==> src/rtl/hack_cpu_ctrl_pkg.sv <==
// Shared definitions for the Hack control stage: widths, reset PC,
// FSM state encodings and instruction-word field positions.
package hack_cpu_ctrl_pkg;

  localparam int CPU_DATA_W   = 16;
  localparam int CPU_ADDR_W   = 15;
  localparam int CPU_RESET_PC = 0;

  // Instruction field bit positions
  localparam int IR_C      = 15;  // 1 = C-instruction, 0 = A-instruction
  localparam int IR_A      = 12;  // ALU y source: 1 = in_m, 0 = A
  localparam int IR_ALU_HI = 11;  // zx
  localparam int IR_ALU_LO = 6;   // no
  localparam int IR_DEST_A = 5;
  localparam int IR_DEST_D = 4;
  localparam int IR_DEST_M = 3;
  localparam int IR_JMP_LT = 2;
  localparam int IR_JMP_EQ = 1;
  localparam int IR_JMP_GT = 0;

  typedef enum logic {
    S_FETCH = 1'b0,
    S_EXEC  = 1'b1
  } cpu_state_e;

endpackage

==> src/rtl/hack_cpu_ctrl_alu16.sv <==
// Hack ALU16: purely combinational, six control bits zx,nx,zy,ny,f,no
// plus zero/negative flags of the result.
module hack_cpu_ctrl_alu16 (
  input  logic [15:0] x_i,
  input  logic [15:0] y_i,
  input  logic        zx_i,
  input  logic        nx_i,
  input  logic        zy_i,
  input  logic        ny_i,
  input  logic        f_i,
  input  logic        no_i,
  output logic [15:0] out_o,
  output logic        zr_o,
  output logic        ng_o
);

  logic [15:0] x_z, x_n, y_z, y_n, f_res;

  // Operand preconditioning, function select and output negation
  always_comb begin
    x_z   = zx_i ? 16'h0000 : x_i;
    x_n   = nx_i ? ~x_z : x_z;
    y_z   = zy_i ? 16'h0000 : y_i;
    y_n   = ny_i ? ~y_z : y_z;
    f_res = f_i ? (x_n + y_n) : (x_n & y_n);
    out_o = no_i ? ~f_res : f_res;
    zr_o  = (out_o == 16'h0000);
    ng_o  = out_o[15];
  end

endmodule

==> src/rtl/hack_cpu_ctrl.sv <==
// Hack control/register stage: FETCH/EXEC core holding A, D, PC and IR,
// driving the ALU16 and handling instruction-fetch and store handshakes.
// Optional build macro CPU_RETIRE_CNT_EN adds a 32-bit retired-instruction
// counter and its output port.
//
//  state   | meaning
//  S_FETCH | fetch_req high, waiting for instr_valid to latch IR
//  S_EXEC  | decode/execute IR; stores hold here until mem_ack
module hack_cpu_ctrl
  import hack_cpu_ctrl_pkg::*;
#(
  parameter int DATA_W   = CPU_DATA_W,
  parameter int ADDR_W   = CPU_ADDR_W,
  parameter int RESET_PC = CPU_RESET_PC
) (
  input  logic              clk,
  input  logic              reset,
  output logic              fetch_req,
  output logic [ADDR_W-1:0] pc,
  input  logic [DATA_W-1:0] instr,
  input  logic              instr_valid,
  input  logic [DATA_W-1:0] in_m,
  output logic [ADDR_W-1:0] addr_m,
  output logic [DATA_W-1:0] out_m,
  output logic              write_m,
  input  logic              mem_ack
`ifdef CPU_RETIRE_CNT_EN
  ,
  output logic [31:0]       retired
`endif
);

  cpu_state_e        state_q;
  logic [DATA_W-1:0] ir_q, a_q, d_q;
  logic [ADDR_W-1:0] pc_q;
  logic              fetch_req_q, write_m_q;

  logic [DATA_W-1:0] alu_y, alu_out;
  logic              alu_zr, alu_ng;
  logic [5:0]        alu_ctrl;
  logic              take;
  logic [ADDR_W-1:0] pc_inc, pc_d;
  logic              commit;

  // Decode, jump decision and next-PC selection (jump target is pre-commit A)
  always_comb begin
    alu_y    = ir_q[IR_A] ? in_m : a_q;
    alu_ctrl = ir_q[IR_ALU_HI:IR_ALU_LO];
    take     = (ir_q[IR_JMP_LT] & alu_ng) |
               (ir_q[IR_JMP_EQ] & alu_zr) |
               (ir_q[IR_JMP_GT] & ~alu_ng & ~alu_zr);
    pc_inc   = pc_q + 1'b1;
    pc_d     = take ? a_q[ADDR_W-1:0] : pc_inc;
    commit   = (state_q == S_EXEC) &&
               (!ir_q[IR_C] || !ir_q[IR_DEST_M] || mem_ack);
  end

  hack_cpu_ctrl_alu16 u_alu (
    .x_i   (d_q),
    .y_i   (alu_y),
    .zx_i  (alu_ctrl[5]),
    .nx_i  (alu_ctrl[4]),
    .zy_i  (alu_ctrl[3]),
    .ny_i  (alu_ctrl[2]),
    .f_i   (alu_ctrl[1]),
    .no_i  (alu_ctrl[0]),
    .out_o (alu_out),
    .zr_o  (alu_zr),
    .ng_o  (alu_ng)
  );

  // FETCH/EXEC sequencing with registered fetch_req/write_m
  always_ff @(posedge clk or posedge reset) begin
    if (reset) begin
      state_q     <= S_FETCH;
      ir_q        <= '0;
      a_q         <= '0;
      d_q         <= '0;
      pc_q        <= ADDR_W'(RESET_PC);
      fetch_req_q <= 1'b1;
      write_m_q   <= 1'b0;
    end else begin
      case (state_q)
        S_FETCH: begin
          if (instr_valid) begin
            ir_q        <= instr;
            state_q     <= S_EXEC;
            fetch_req_q <= 1'b0;
            write_m_q   <= instr[IR_C] & instr[IR_DEST_M];
          end
        end
        S_EXEC: begin
          if (!ir_q[IR_C]) begin
            a_q         <= {1'b0, ir_q[DATA_W-2:0]};
            pc_q        <= pc_inc;
            state_q     <= S_FETCH;
            fetch_req_q <= 1'b1;
          end else if (commit) begin
            if (ir_q[IR_DEST_A]) a_q <= alu_out;
            if (ir_q[IR_DEST_D]) d_q <= alu_out;
            pc_q        <= pc_d;
            write_m_q   <= 1'b0;
            state_q     <= S_FETCH;
            fetch_req_q <= 1'b1;
          end
        end
        default: begin
          state_q     <= S_FETCH;
          fetch_req_q <= 1'b1;
          write_m_q   <= 1'b0;
        end
      endcase
    end
  end

`ifdef CPU_RETIRE_CNT_EN
  logic [31:0] retired_q;

  // Count every committed instruction, wrapping naturally at 2^32
  always_ff @(posedge clk or posedge reset) begin
    if (reset)       retired_q <= '0;
    else if (commit) retired_q <= retired_q + 32'd1;
  end

  assign retired = retired_q;
`endif

  assign fetch_req = fetch_req_q;
  assign pc        = pc_q;
  assign addr_m    = a_q[ADDR_W-1:0];
  assign out_m     = alu_out;
  assign write_m   = write_m_q;

endmodule

==> config.mk <==
export PLATFORM = sky130hd
export DESIGN_NAME = hack_cpu_ctrl
export DESIGN_NICKNAME = d
export VERILOG_FILES = /design/src/rtl/hack_cpu_ctrl_pkg.sv /design/src/rtl/hack_cpu_ctrl_alu16.sv /design/src/rtl/hack_cpu_ctrl.sv
export SDC_FILE = /design/constraint.sdc
export NUM_CORES = 1
export LEC_CHECK = 0
export BUFFER_PORTS_ARGS = -buffer_cell sky130_fd_sc_hd__buf_2
export CORE_MARGIN = 10
export CORE_UTILIZATION = 30
export CTS_BUF_LIST = sky130_fd_sc_hd__clkbuf_8 sky130_fd_sc_hd__clkbuf_16
export CTS_CLUSTER_DIAMETER = 120
export CTS_CLUSTER_SIZE = 25
export DETAILED_ROUTE_END_ITERATION = 8
export PLACE_DENSITY_LB_ADDON = 0.3
export RECOVER_POWER = 25
export SYNTH_ARGS = -nofsm -noshare
export SYNTH_HDL_FRONTEND = slang
export SYNTH_SLANG_ARGS = --single-unit
==> constraint.sdc <==
create_clock -name clk -period 4.3 [get_ports clk]
set_input_delay 0.215 -clock clk [delete_from_list [all_inputs] [get_ports clk]]
set_output_delay 0.215 -clock clk [all_outputs]
set_load 0.05 [all_outputs]
# == Yosys cells after proc, flatten, opt, wreduce, memory -nomap -nowiden ==
# Index checks and enable logic that the tools add are counted.
# totals
register_bits,66
latchBits,0
ramBits,0
mem_bits_ro,0
in_bits,36
mem_count,0
# op_classes
add_sub_neg,2
multipliers,0
div_mod_pow,0
order_cmp,0
n_eq_ne,6
n_shift,0
n_mux,25
n_bitwise,14
n_reduce_logical,12
# op_table
cell,n
16-bit 2-to-1 mux,10
16-bit NOT,3
15-bit 2-to-1 mux,3
16-bit adder,1
16-bit bitwise AND,1
16-bit zero test,1
"15-bit by 1-bit adder with 15-bit output, second input constant",1
1-bit 2-to-1 mux,9
"2-bit by 1-bit != test with 1-bit output, second input constant",3
1-bit case mux with 2 select lines,3
2-bit AND reduction,3
3-bit AND reduction,2
1-bit bitwise AND,5
"2-bit != test, second input constant",2
4-bit AND reduction,1
"3-bit by 2-bit != test with 1-bit output, second input constant",1
1-bit NOT,3
1-bit zero test,2
1-bit logical OR,2
1-bit OR,2
1-bit logical AND,1

# == Logic depth before layout (Yosys ltp) ==
# Gate-level depths: netlist of the first run.
# depth
ltp_word,15
depth_mapped,20

# == Hierarchy ==
# From an unflattened synthesis of the first run, not the netlist that was laid out.
# hier_totals
cells_unflattened,548
area_unflattened_um2,5322.6
# modules_own_cells
module,instances,cells_per_inst,area_per_inst_um2,seq_area_each_um2
hack_cpu_ctrl,1,301,3459.6,1652.8
hack_cpu_ctrl_alu16,1,247,1863.0,0.0

# == Least setup slack after synthesis of the first run ==
# OpenSTA, ideal clock, no wires.
# synth_timing
path_kind,flip-flop to flip-flop
start,reg ir_q[12]
end,"reg pc_q[2], in the netlist pc[2]"
setup_time_ns,0.148
arrival_time_ns,4.728
required_ns,4.152
slack_ns,-0.576
path_stages_with_launch,20
n_path_buf,5
synth_period_minus_slack_ns,4.876
path_cell_list,dfrtp_1 -> clkbuf_1 -> clkbuf_1 -> mux2i_1 -> nor2_1 -> xor2_1 -> ha_1 -> clkbuf_1 -> a31o_1 -> o21ai_1 -> a31o_1 -> a31oi_1 -> xnor2_1 -> nor4_2 -> a41o_1 -> o21a_2 -> buf_6 -> buf_8 -> o21ai_0 -> a22oi_1
# synth_via
elab_chain_cells,15
# synth_lines
element,line,text
from (decl),hack_cpu_ctrl.sv:34,"logic [DATA_W-1:0] ir_q, a_q, d_q;"
from (signal assigned),hack_cpu_ctrl.sv:86,ir_q <= instr;
16-bit 2-to-1 mux (*),hack_cpu_ctrl.sv:47,alu_y = ir_q[IR_A] ? in_m : a_q;
16-bit 2-to-1 mux (*),hack_cpu_ctrl_alu16.sv:23,y_z = zy_i ? 16'h0000 : y_i;
16-bit NOT,hack_cpu_ctrl_alu16.sv:24,y_n = ny_i ? ~y_z : y_z;
16-bit 2-to-1 mux (*),hack_cpu_ctrl_alu16.sv:24,
16-bit adder or 16-bit bitwise AND (tied branches),hack_cpu_ctrl_alu16.sv:25,f_res = f_i ? (x_n + y_n) : (x_n & y_n);
16-bit 2-to-1 mux (*),hack_cpu_ctrl_alu16.sv:25,
16-bit NOT,hack_cpu_ctrl_alu16.sv:26,out_o = no_i ? ~f_res : f_res;
16-bit 2-to-1 mux (*),hack_cpu_ctrl_alu16.sv:26,
named net out_m[11],hack_cpu_ctrl.sv:24,"output logic [DATA_W-1:0] out_m,"
16-bit zero test (*),hack_cpu_ctrl_alu16.sv:27,zr_o = (out_o == 16'h0000);
1-bit bitwise AND or 1-bit NOT (tied branches),"hack_cpu_ctrl.sv:50, hack_cpu_ctrl.sv:51",
1-bit OR or 1-bit bitwise AND (tied branches),"hack_cpu_ctrl.sv:49, hack_cpu_ctrl.sv:51",
1-bit OR (*),hack_cpu_ctrl.sv:50,(ir_q[IR_JMP_EQ] & alu_zr) |
15-bit 2-to-1 mux (*),hack_cpu_ctrl.sv:53,pc_d = take ? a_q[ADDR_W-1:0] : pc_inc;
15-bit 2-to-1 mux (*),hack_cpu_ctrl.sv:98,end else if (commit) begin
15-bit 2-to-1 mux (*),hack_cpu_ctrl.sv:93,if (!ir_q[IR_C]) begin
to (signal assigned),hack_cpu_ctrl.sv:79,pc_q <= ADDR_W'(RESET_PC);
to (signal assigned),hack_cpu_ctrl.sv:95,pc_q <= pc_inc;
to (signal assigned),hack_cpu_ctrl.sv:101,pc_q <= pc_d;
to (decl),hack_cpu_ctrl.sv:35,logic [ADDR_W-1:0] pc_q;
# Mark *: on every way through the listed nets, which the timed path passes. The rest lies on a longest branch. The select of a mux whose other input is x is not followed.
# A chain may end at the register's enable or synchronous reset.

# == Final worst setup path of the first run ==
# layout_timing
start,reg ir_q[12]
end,"reg pc_q[13], in the netlist pc[13]"
# layout_via
elab_chain_cells,15
# layout_lines
element,line
16-bit 2-to-1 mux (*),hack_cpu_ctrl.sv:47
16-bit 2-to-1 mux (*),hack_cpu_ctrl_alu16.sv:23
16-bit NOT,hack_cpu_ctrl_alu16.sv:24
16-bit 2-to-1 mux (*),hack_cpu_ctrl_alu16.sv:24
16-bit adder or 16-bit bitwise AND (tied branches),hack_cpu_ctrl_alu16.sv:25
16-bit 2-to-1 mux (*),hack_cpu_ctrl_alu16.sv:25
16-bit NOT,hack_cpu_ctrl_alu16.sv:26
16-bit 2-to-1 mux (*),hack_cpu_ctrl_alu16.sv:26
16-bit zero test or 1-bit NOT (tied branches),"hack_cpu_ctrl_alu16.sv:27, hack_cpu_ctrl.sv:51"
"1-bit bitwise AND, or another cell as far along",hack_cpu_ctrl.sv:50
1-bit OR or 1-bit bitwise AND (tied branches),"hack_cpu_ctrl.sv:49, hack_cpu_ctrl.sv:51"
1-bit OR (*),hack_cpu_ctrl.sv:50
15-bit 2-to-1 mux (*),hack_cpu_ctrl.sv:53
15-bit 2-to-1 mux (*),hack_cpu_ctrl.sv:98
15-bit 2-to-1 mux (*),hack_cpu_ctrl.sv:93
# Mark *: on every way between the ends. The rest lies on a longest branch, timed or not. The select of a mux whose other input is x is not followed.

==> results of run 1 <==
[worst max path at each step]
stage / slack (ns) / to / start
finish: 0.02 / pc[13]$_DFFE_PP0P_ / ir_q[12]$_DFFE_PP0P_
global route: -0.16 / pc[2]$_DFFE_PP0P_ / ir_q[12]$_DFFE_PP0P_
CTS: 0.02 / pc[9]$_DFFE_PP0P_ / ir_q[12]$_DFFE_PP0P_
detailed placement: -0.05 / pc[5]$_DFFE_PP0P_ / ir_q[12]$_DFFE_PP0P_
global placement: 0.02 / pc[5]$_DFFE_PP0P_ / ir_q[12]$_DFFE_PP0P_
floorplan: 0.02 / pc[2]$_DFFE_PP0P_ / ir_q[8]$_DFFE_PP0P_
[per-layer routing]
layer	vias up	routed length, um
li1	2243	-
met1	2308	7990
met2	116	7940
met3	23	797
met4	0	334
met5	-	0
[synthesized netlist by cell type, types with 5 or more instances]
| cell type | number | area [um^2] |
|---|---|---|
| dfrtp_1 | 65 | 1630 |
| nand2_1 | 47 | 176 |
| mux2i_1 | 43 | 430 |
| nor2_1 | 41 | 154 |
| o21ai_0 | 36 | 180 |
| a21oi_1 | 30 | 150 |
| xnor2_1 | 29 | 254 |
| inv_1 | 25 | 93.8 |
| mux2_2 | 24 | 270 |
| xor2_1 | 24 | 210 |
| clkbuf_1 | 22 | 82.6 |
| nand2b_1 | 22 | 138 |
| and3_1 | 17 | 106 |
| ha_1 | 17 | 213 |
| nand3_1 | 17 | 85.1 |
| buf_4 | 16 | 120 |
| buf_2 | 8 | 40.0 |
| a211o_1 | 6 | 52.6 |
| a22oi_2 | 6 | 75.1 |
| nand4_1 | 5 | 31.3 |
| or3_1 | 5 | 31.3 |
[per-stage QoR]
stage | cell area, um^2 | worst slack (ns) | std cells | setup TNS (ns)
after global routing | 6620 | -0.156 | 915 | -2.12
final | 6620 | 0.0189 | 915 | 0
after global placement | 6070 | 0.0182 | 891 | 0
after detailed placement | 6070 | -0.0472 | 891 | -0.413
after CTS | 6350 | 0.0249 | 906 | 0
after floorplan | 5260 | 0.0196 | 584 | 0
[flip-flops by register name (all words and copies together) (netlist names)]
| signal | count |
|---|---|
| a_q | 16 |
| d_q | 16 |
| ir_q | 16 |
| pc | 15 |
| fetch_req | 1 |
| state_q | 1 |
| write_m | 1 |
[worst max-delay path, delay by kind of cell, from the launching register on]
kind | cells | cell delay [ns]
AOI/OAI and AO/OA | 8 | 1.88
muxes | 2 | 0.26
adders and majority gates | 1 | 0.27
DFF | 1 | 0.44
and+or+nand+nor | 3 | 0.48
buffers and inverters | 4 | 0.64
xor gates and xnor gates | 1 | 0.20
[logic make-up (layout without fill, tap and decap cells)]
family	count (synthesis)	count (layout)	synth area share [%]
compound gates	117	120	15.4
flops	66	66	31.6
fa+ha+maj	18	18	4.46
simple gates	183	183	18.0
buf+inv	78	181	7.45
xor+xnor	54	54	9.20
mux	68	68	13.8
[area by class of cell]
type,count,area [um^2]
clock buffer,11,253
clock inverter,4,27.5
fill,1771,10600
inverter,25,93.8
multi-input combinational,443,3420
sequential,66,1650
tap,225,282
timing repair buffer,141,896
[repair_timing]
action / 4_1_cts / 5_1_grt
pin swaps: 0 / 10
setup buffers: 0 / 6
gates cloned: 0 / 3
gates resized for setup: 1 / 42
endpoints found under the setup margin: 15 / 18
==> results.ini, run 1 <==
[outcome]
status=completed

[route]
first_pass_iters=5
vias_per_cell=5.13
routed_wirelength_um=17100
drt-wirelength-per-cell_um=18.6
drc_errors=0
initialDrtViolationCount=238
vias=4690
antenna_left=0

[synthesis]
ys_ff_latch=66
ys_types=69
seq_area_frac_synth_pct=31.6
synth-edff-count=0
synth.avg_cell_area_um2=8.94
syn-num-nets=638
synth_ff_type=dfrtp_1
async_reset_ff_share_pct=100
syn_inst=584
yosysWarnings=0
synth_area_um2=5220

[floorplanning]
die_h_um=152
initial_core_util_pct=30.4
die_area_um2=23100
core-area_um2=17200
die_w_um=152
ios=84
core.rowCount=48

[placed_design]
dpl.hpwl_um=12900
gp_congestion=0.940
numPortBuffers=83

[clock_network]
clock_latency_ns=0.34
ctsHoldBuffers=0
numCtsBuffers=9
cts.clk_slew.worst_paths_ns=0.06
clock-sinks=66
cts_tree=built
cts_buffer_depth=2
htreeDepth=3
clockRootBuffer=clkbuf_16

[timing]
max_slew_margin_pct=23.5
finalCritPeriodShare_pct=99.6
finClkSkew_ns=0.00844
fmax_mhz=234
tightest_slew_ns=1.14
maxSlewViolCount=0
finalSetupViolCount=0
rsz0062_at_grt=true
min_period_ns=4.28
hold_viol=0
whs_ns=0.0880

[worst_hold_path]
hp-class=in2reg
hold_path_end=ir_q[0]$_DFFE_PP0P_
min_from=instr[0]
holdPathStages=3

[layout]
final_cell_mix=buf_2 (81), dfrtp_1 (64), buf_4 (52)
antennaDiodeCount=0
nets=740
area_growth_pct=26.8
final_common_cell=buf_2
final_util_pct=38.5
drive_above_1_share_pct=33.5

[global_route]
antenna_found_initial=0
gr-usage-met3_pct=3.05
grt_pass1_vias=4787
grt_use_met1_pct=17.9
busiest_layer=met2
met2_usage_pct=22.6
grt_max_degree=67
grt_usage_pct=13.9
grt_first_pass_wirelength_um=26200
overflow=0

[worst_setup_path]
r2r_end=pc[13]$_DFFE_PP0P_
max_stage_delay_ns=0.44
cp-start-kind=flop
cpMaxStageDelayCell=dfrtp_2
path_class=reg2reg
cp.arrival_ns=4.50
cp_max_fo=7
r2r-start=ir_q[12]$_DFFE_PP0P_
worstPathCellList=buf_6, mux2i_1, nor2_1, xor2_1, ha_1, a21o_1, buf_6, a221oi_4, buf_4, o31ai_4, o31a_1, nor3b_2, mux2i_1, o211ai_1, buf_4, a41o_4, o21a_4, and3_4, a211o_1
reg2regPathDepth=19
reg2reg_slack_ns=0.02
cp-end-kind=flop
critPathRequiredTime_ns=4.52

[flow_run]
maxCapViolCount=0

Power of run 1 is not shown: default switching activity piles up to over one toggle a cycle in this logic, so the estimate is an artifact.
==> run 2: changes to the inputs <==
- SYNTH_HIERARCHICAL: not set -> 1
==> run 2 against run 1 <==
The flow now finishes with violations (max-capacitance violations, max-slew violations, negative setup slack). Sequential share of layout area fell by 1.1 points. Core utilization rose by 1.4 points. Final area rose by 4.6%.
==> results.ini, run 2 <==
[outcome]
status=finished, violations left
failed_checks=max-capacitance violations, max-slew violations, negative setup slack

[clock_network]
clock_latency_ns=0.35  ; about the same
cts.clk_slew.worst_paths_ns=0.06  ; about the same
htreeDepth=3  ; unchanged
cts_tree=built
cts_buffer_depth=2  ; unchanged
numCtsBuffers=9  ; unchanged
ctsHoldBuffers=0  ; unchanged
clockRootBuffer=clkbuf_16
clock-sinks=66  ; unchanged

[layout]
regArea_um2=1650  ; about the same
stdcell_count=898  ; -1.9%
multi_input_area_um2=3560  ; +4.2%
antennaDiodeCount=0  ; unchanged
drive_above_1_share_pct=40.6  ; +7.1 points
nets=723  ; -2.3%
reg_top3=a_q (16), d_q (16), ir_q (16)
final_cell_mix=buf_2 (82), buf_4 (72), dfrtp_1 (65)
fill_cells=1710  ; -3.4%
area_growth_pct=30.1
final_common_cell=buf_2
final_util_pct=39.9  ; +1.4 points

[timing]
final.setup.worst_slack_ns=-0.269  ; -0.288 ns
finClkSkew_ns=0.00880  ; +0.000359 ns
finalCritPeriodShare_pct=106  ; +6.7 points
fmax_mhz=219  ; -6.3%
max_slew_margin_pct=-146  ; -170 points
hold_viol=0  ; unchanged
rsz0062_at_grt=true
whs_ns=0.0728  ; -0.0152 ns
finalSetupTns_ns=-3.03  ; -3.03 ns
maxSlewViolCount=67  ; +67
finalSetupViolCount=15  ; +15
min_period_ns=4.57  ; +0.288 ns
tightest_slew_ns=3.69  ; +2.55 ns

[worst_setup_path]
cp_max_fo=6  ; -1
cp_num_buf_inv=2  ; -2
cpMaxStageDelayCell=or4b_1
max_stage_delay_ns=0.45  ; about the same
cp.arrival_ns=4.80  ; +0.30 ns
path_class=reg2reg
worstPathCellList=buf_12, mux2_4, nand2b_4, xnor2_2, ha_2, fa_2, a21o_1, a221oi_4, a22o_4, o2111ai_1, o211ai_1, buf_4, o311a_1, mux2i_2, nor4b_4, nor3b_2, o21ai_4, or4b_1, o211a_1
critPathRequiredTime_ns=4.54  ; +0.02 ns
crit_family=compound AO/OA/AOI/OAI gates
cp-end-kind=flop
cp-start-kind=flop

[global_route]
grt_pass1_vias=4901  ; +2.4%
grt_first_pass_wirelength_um=27300  ; +4.1%
grt_usage_pct=14.3  ; +0.42 points
grt_max_degree=67  ; unchanged
overflow=0  ; unchanged
antenna_found_initial=0  ; unchanged

[synthesis]
yosysMostFrequentCell=dfrtp_1
ys_top_cells_by_area=dfrtp_1 (31%), mux2_2 (9.5%), xnor2_1 (7.7%)
ys_ff_latch=66  ; unchanged
yosys-top-cells-count=dfrtp_1 (65), xnor2_1 (47), mux2_2 (45), mux2i_1 (40)
syn_inst=548  ; -6.2%
synth_ff_type=dfrtp_1
synth.avg_cell_area_um2=9.71  ; +8.6%
synth_area_um2=5320  ; +1.9%
seq_area_frac_synth_pct=31.1  ; -0.59 points
syn-num-nets=602  ; -5.6%
synth-edff-count=0  ; unchanged
yosysTopAreaCellShare_pct=30.6  ; -0.58 points
async_reset_ff_share_pct=100  ; unchanged
yosysTopAreaCell=dfrtp_1
ys_types=69  ; unchanged
yosysWarnings=6  ; +6

[route]
vias_per_cell=5.10  ; -0.45%
routed_wirelength_um=16600  ; -2.4%
initialDrtViolationCount=250  ; +5.0%
first_pass_iters=5  ; unchanged
drc_errors=0  ; unchanged
vias=4582  ; -2.3%
drt-wirelength-per-cell_um=18.5  ; -0.59%
antenna_left=0  ; unchanged

[floorplanning]
die_area_um2=23500  ; +1.6%
die_h_um=153  ; +0.82%
ios=84  ; unchanged
core-area_um2=17400  ; +1.0%
initial_core_util_pct=30.7  ; +0.25 points
core.rowCount=48  ; unchanged
die_w_um=153  ; +0.82%

[flow_run]
maxCapViolCount=1  ; +1

[worst_hold_path]
hp-class=in2reg

[placed_design]
dpl.hpwl_um=12900  ; +0.18%
numPortBuffers=83  ; unchanged
dp.cells=877  ; -1.6%
gp_congestion=0.851  ; -9.4%

## run 2: changes by cell type in the layout (fill, tap and decap cells not counted), sizes merged, moves of 11 or more
cell    before  now
nand2       47   27
nor2        41   19
nand2b      22   33
buf        139  160
mux2        24   45
a31oi        4   16
o21ai       38   14
xnor2       30   47
xor2        24    7
## run 2: worst paths after layout
check | from | to | slack [ns] | cells after the start
hold reg to reg | d_q[4]$_DFFE_PP0P_ | d_q[4]$_DFFE_PP0P_ | 0.50 | 1
setup reg to reg | ir_q[12]$_DFFE_PP0P_ | pc[14]$_DFFE_PP0P_ | -0.27 | 19
min in group asynchronous | reset | d_q[1]$_DFFE_PP0P_ | 1.29 | 3
hold / removal | instr[5] | ir_q[5]$_DFFE_PP0P_ | 0.07 | 3
setup / recovery | ir_q[12]$_DFFE_PP0P_ | pc[14]$_DFFE_PP0P_ | -0.27 | 19
max in group asynchronous | reset | ir_q[13]$_DFFE_PP0P_ | 0.93 | 3
## run 2: cell families (layout without fill, tap and decap cells)
kind of cell	Yosys count	count (layout)	share of synthesized area, %
simple gates	153	153	16.7
compound gates	107	107	15.0
mux	85	85	17.0
flops	66	66	31.1
buf+inv	65	190	6.96
xor+xnor	54	54	8.89
fa+ha+maj	18	18	4.37
## run 2: tightest hold or removal path, cell delays in order
cell and delay [ns]:
buf_2 0.07, nand2_1 0.03, o21ai_0 0.06
## run 2: timing repair
action                     CTS  global route
pin swaps                    6             9
cloned                       1             0
resized for setup           16            23
setup buffers                5             1
setup endpoints to repair   16            19
## run 2: layout make-up
| type | instances | area share, % |
|---|---|---|
| multi-input combinational | 417 | 51.4 |
| clock buffer | 11 | 3.65 |
| sequential | 66 | 23.9 |
| clock inverter | 4 | 0.975 |
| timing repair buffer | 162 | 15.4 |
| inverter | 13 | 0.704 |
| tap | 225 | 4.06 |
## run 2: layer usage
layer	part of all wire (%)	global-route usage, %	up-vias
met5	0	0	-
met4	1.2	3.81	0
met3	5.4	3.76	16
met2	47	22.6	127
met1	47	18.8	2227
li1	-	-	2212
## run 2: through the flow
step                      area [um^2]  setup slack (ns)
final                            6930            -0.269
after global routing             6930            -0.455
after CTS                        6820            -0.243
after detailed placement         6360            -0.356
after global placement           6360            -0.228
after floorplan                  5410           -0.0661
Power of run 2 is left out for the same reason.
==> run 3: changes to the inputs <==
- MAX_ROUTING_LAYER: not set -> met4
==> run 3 against run 2 <==
The flow still finishes with violations (max-capacitance violations, max-slew violations, negative setup slack). Via count increased by 2.6%. Routed wire length increased by 2.8%. Global-route usage increased by 0.40 points. Flip-flop and latch count unchanged. Final area increased by 3.5%. Fmax increased by 0.36%. Die area unchanged. Non-clock buffer count increased by 23. Clock skew increased by 0.0018 ns. Worst hold slack improved by 0.020 ns.
==> results.ini, run 3 (synthesis gave the netlist of run 2 again) <==
[outcome]
status=finished, violations left
failed_checks=max-capacitance violations, max-slew violations, negative setup slack

[worst_setup_path]
cp-start-kind=flop
cp_max_fo=7  ; +1
critPathRequiredTime_ns=4.53  ; about the same
cp.arrival_ns=4.78  ; -0.02 ns
reg2reg_slack_ns=-0.25  ; +0.02 ns
path_class=reg2reg
reg2regPathDepth=18  ; -1
cp-end-kind=flop
r2r_end=pc[14]$_DFFE_PP0P_
r2r-start=ir_q[12]$_DFFE_PP0P_

[timing]
hold_viol=0  ; unchanged
tightest_slew_ns=1.61  ; -2.08 ns
maxSlewViolCount=42  ; -37%
finClkSkew_ns=0.0106  ; +0.00177 ns
rsz0062_at_grt=true
finalSetupTns_ns=-2.95  ; +0.0814 ns
final.setup.worst_slack_ns=-0.253  ; +0.0165 ns
fmax_mhz=220  ; +0.36%
finalSetupViolCount=15  ; unchanged
min_period_ns=4.55  ; -0.0165 ns
finalCritPeriodShare_pct=106  ; -0.38 points
max_slew_margin_pct=-7.51  ; +140 points

[clock_network]
htreeDepth=3  ; unchanged
ctsHoldBuffers=0  ; unchanged
cts.clk_slew.worst_paths_ns=0.06  ; about the same
numCtsBuffers=9  ; unchanged
cts_tree=built
clock_latency_ns=0.34  ; about the same
clockRootBuffer=clkbuf_16
clock-sinks=66  ; unchanged
cts_buffer_depth=2  ; unchanged

[route]
drc_errors=0  ; unchanged
antenna_left=0  ; unchanged
vias_per_cell=5.10  ; -0.12%
routed_wirelength_um=17100  ; +2.8%
first_pass_iters=5  ; unchanged
drt-wirelength-per-cell_um=18.6  ; +0.11%
vias=4699  ; +2.6%
initialDrtViolationCount=256  ; +2.4%

[worst_hold_path]
hold_path_end=ir_q[5]$_DFFE_PP0P_
min_from=instr[5]
hp-class=in2reg
holdPathStages=3  ; unchanged

[layout]
final_area_um2=7170  ; +3.5%
area_growth_pct=34.6
final_common_cell=buf_4
nets=746  ; +3.2%
antennaDiodeCount=0  ; unchanged
drive_above_1_share_pct=43.9  ; +3.3 points
final_cell_mix=buf_4 (95), buf_2 (82), dfrtp_1 (64)
reg_top3=a_q (16), d_q (16), ir_q (16)

[floorplanning]
ios=84  ; unchanged
die_w_um=153  ; unchanged
die_h_um=153  ; unchanged
core-area_um2=17400  ; unchanged
initial_core_util_pct=30.7  ; unchanged
die_area_um2=23500  ; unchanged
core.rowCount=48  ; unchanged

[global_route]
overflow=0  ; unchanged
grt_pass1_vias=4776  ; -2.6%
grt_first_pass_wirelength_um=27200  ; -0.43%
grt_usage_pct=14.7  ; +0.40 points
grt_max_degree=42  ; -37%
antenna_found_initial=0  ; unchanged

[placed_design]
place_area_um2=6440  ; +1.4%
numPortBuffers=83  ; unchanged
gp_congestion=0.893  ; +4.9%
dpl.hpwl_um=13400  ; +3.9%

[flow_run]
maxCapViolCount=1  ; unchanged

==> run 3: timing repair <==
| item | CTS | global route |
|---|---|---|
| hold endpoints to repair | 0 | 0 |
| pin swaps | 10 | 18 |
| setup buffers | 7 | 5 |
| endpoints found under the setup margin | 16 | 17 |
| resized for setup | 30 | 23 |
| cloned | 2 | 0 |
==> run 3: cell type report <==
type / count / area [um^2]
clock buffer: 10 / 239
clock inverter: 6 / 90.1
fill: 1687 / 10200
inverter: 13 / 48.8
multi-input combinational: 417 / 3600
sequential: 66 / 1650
tap: 225 / 282
timing repair buffer: 185 / 1260
==> run 3: worst max-delay path, stage by stage, from the launching register on <==
cell      delay (ns)
dfrtp_2         0.44
buf_4           0.14
mux2_2          0.35
nand2b_4        0.08
xnor2_2         0.08
fa_2            0.38
a21o_1          0.21
a221oi_4        0.31
buf_4           0.18
xnor2_2         0.07
mux2i_4         0.19
and3_4          0.21
mux2i_2         0.09
a2111o_1        0.41
nor4b_4         0.31
nor3b_2         0.10
o21ai_4         0.28
or4b_1          0.46
o211a_1         0.12
==> run 3: metrics by stage <==
| step | setup slack (ns) | hold WS (ns) | util (%) | cells |
|---|---|---|---|---|
| 3_3_place_gp | -0.303 | 0.442 | 37.1 | 892 |
| 2_1_floorplan | -0.0661 | 0.332 | - | 548 |
| 3_5_place_dp | -0.420 | 0.440 | 37.1 | 892 |
| 6_report | -0.253 | 0.0929 | 41.3 | 922 |
| 4_1_cts | -0.204 | 0.0852 | 40.4 | 917 |
| 5_1_grt | -0.437 | 0.0996 | 41.3 | 922 |
==> run 3: worst max-delay path by stage <==
stage | start | to | slack, ns
2_1_floorplan | ir_q[12]$_DFFE_PP0P_ | pc[14]$_DFFE_PP0P_ | -0.07
3_3_place_gp | ir_q[12]$_DFFE_PP0P_ | pc[7]$_DFFE_PP0P_ | -0.30
3_5_place_dp | ir_q[12]$_DFFE_PP0P_ | pc[10]$_DFFE_PP0P_ | -0.42
4_1_cts | ir_q[12]$_DFFE_PP0P_ | pc[14]$_DFFE_PP0P_ | -0.20
5_1_grt | ir_q[12]$_DFFE_PP0P_ | pc[14]$_DFFE_PP0P_ | -0.44
6_report | ir_q[12]$_DFFE_PP0P_ | pc[14]$_DFFE_PP0P_ | -0.25
==> run 3: layer usage <==
metal | wire length, um | global-route usage [%] | up-vias | part of all wire, %
met5 | 0 | - | - | 0
met4 | 212 | 2.82 | 0 | 1.2
met3 | 1080 | 4.15 | 16 | 6.3
met2 | 7960 | 22.5 | 143 | 47
met1 | 7850 | 19.0 | 2275 | 46
li1 | - | - | 2265 | -
Power of run 3 is left out for the same reason.
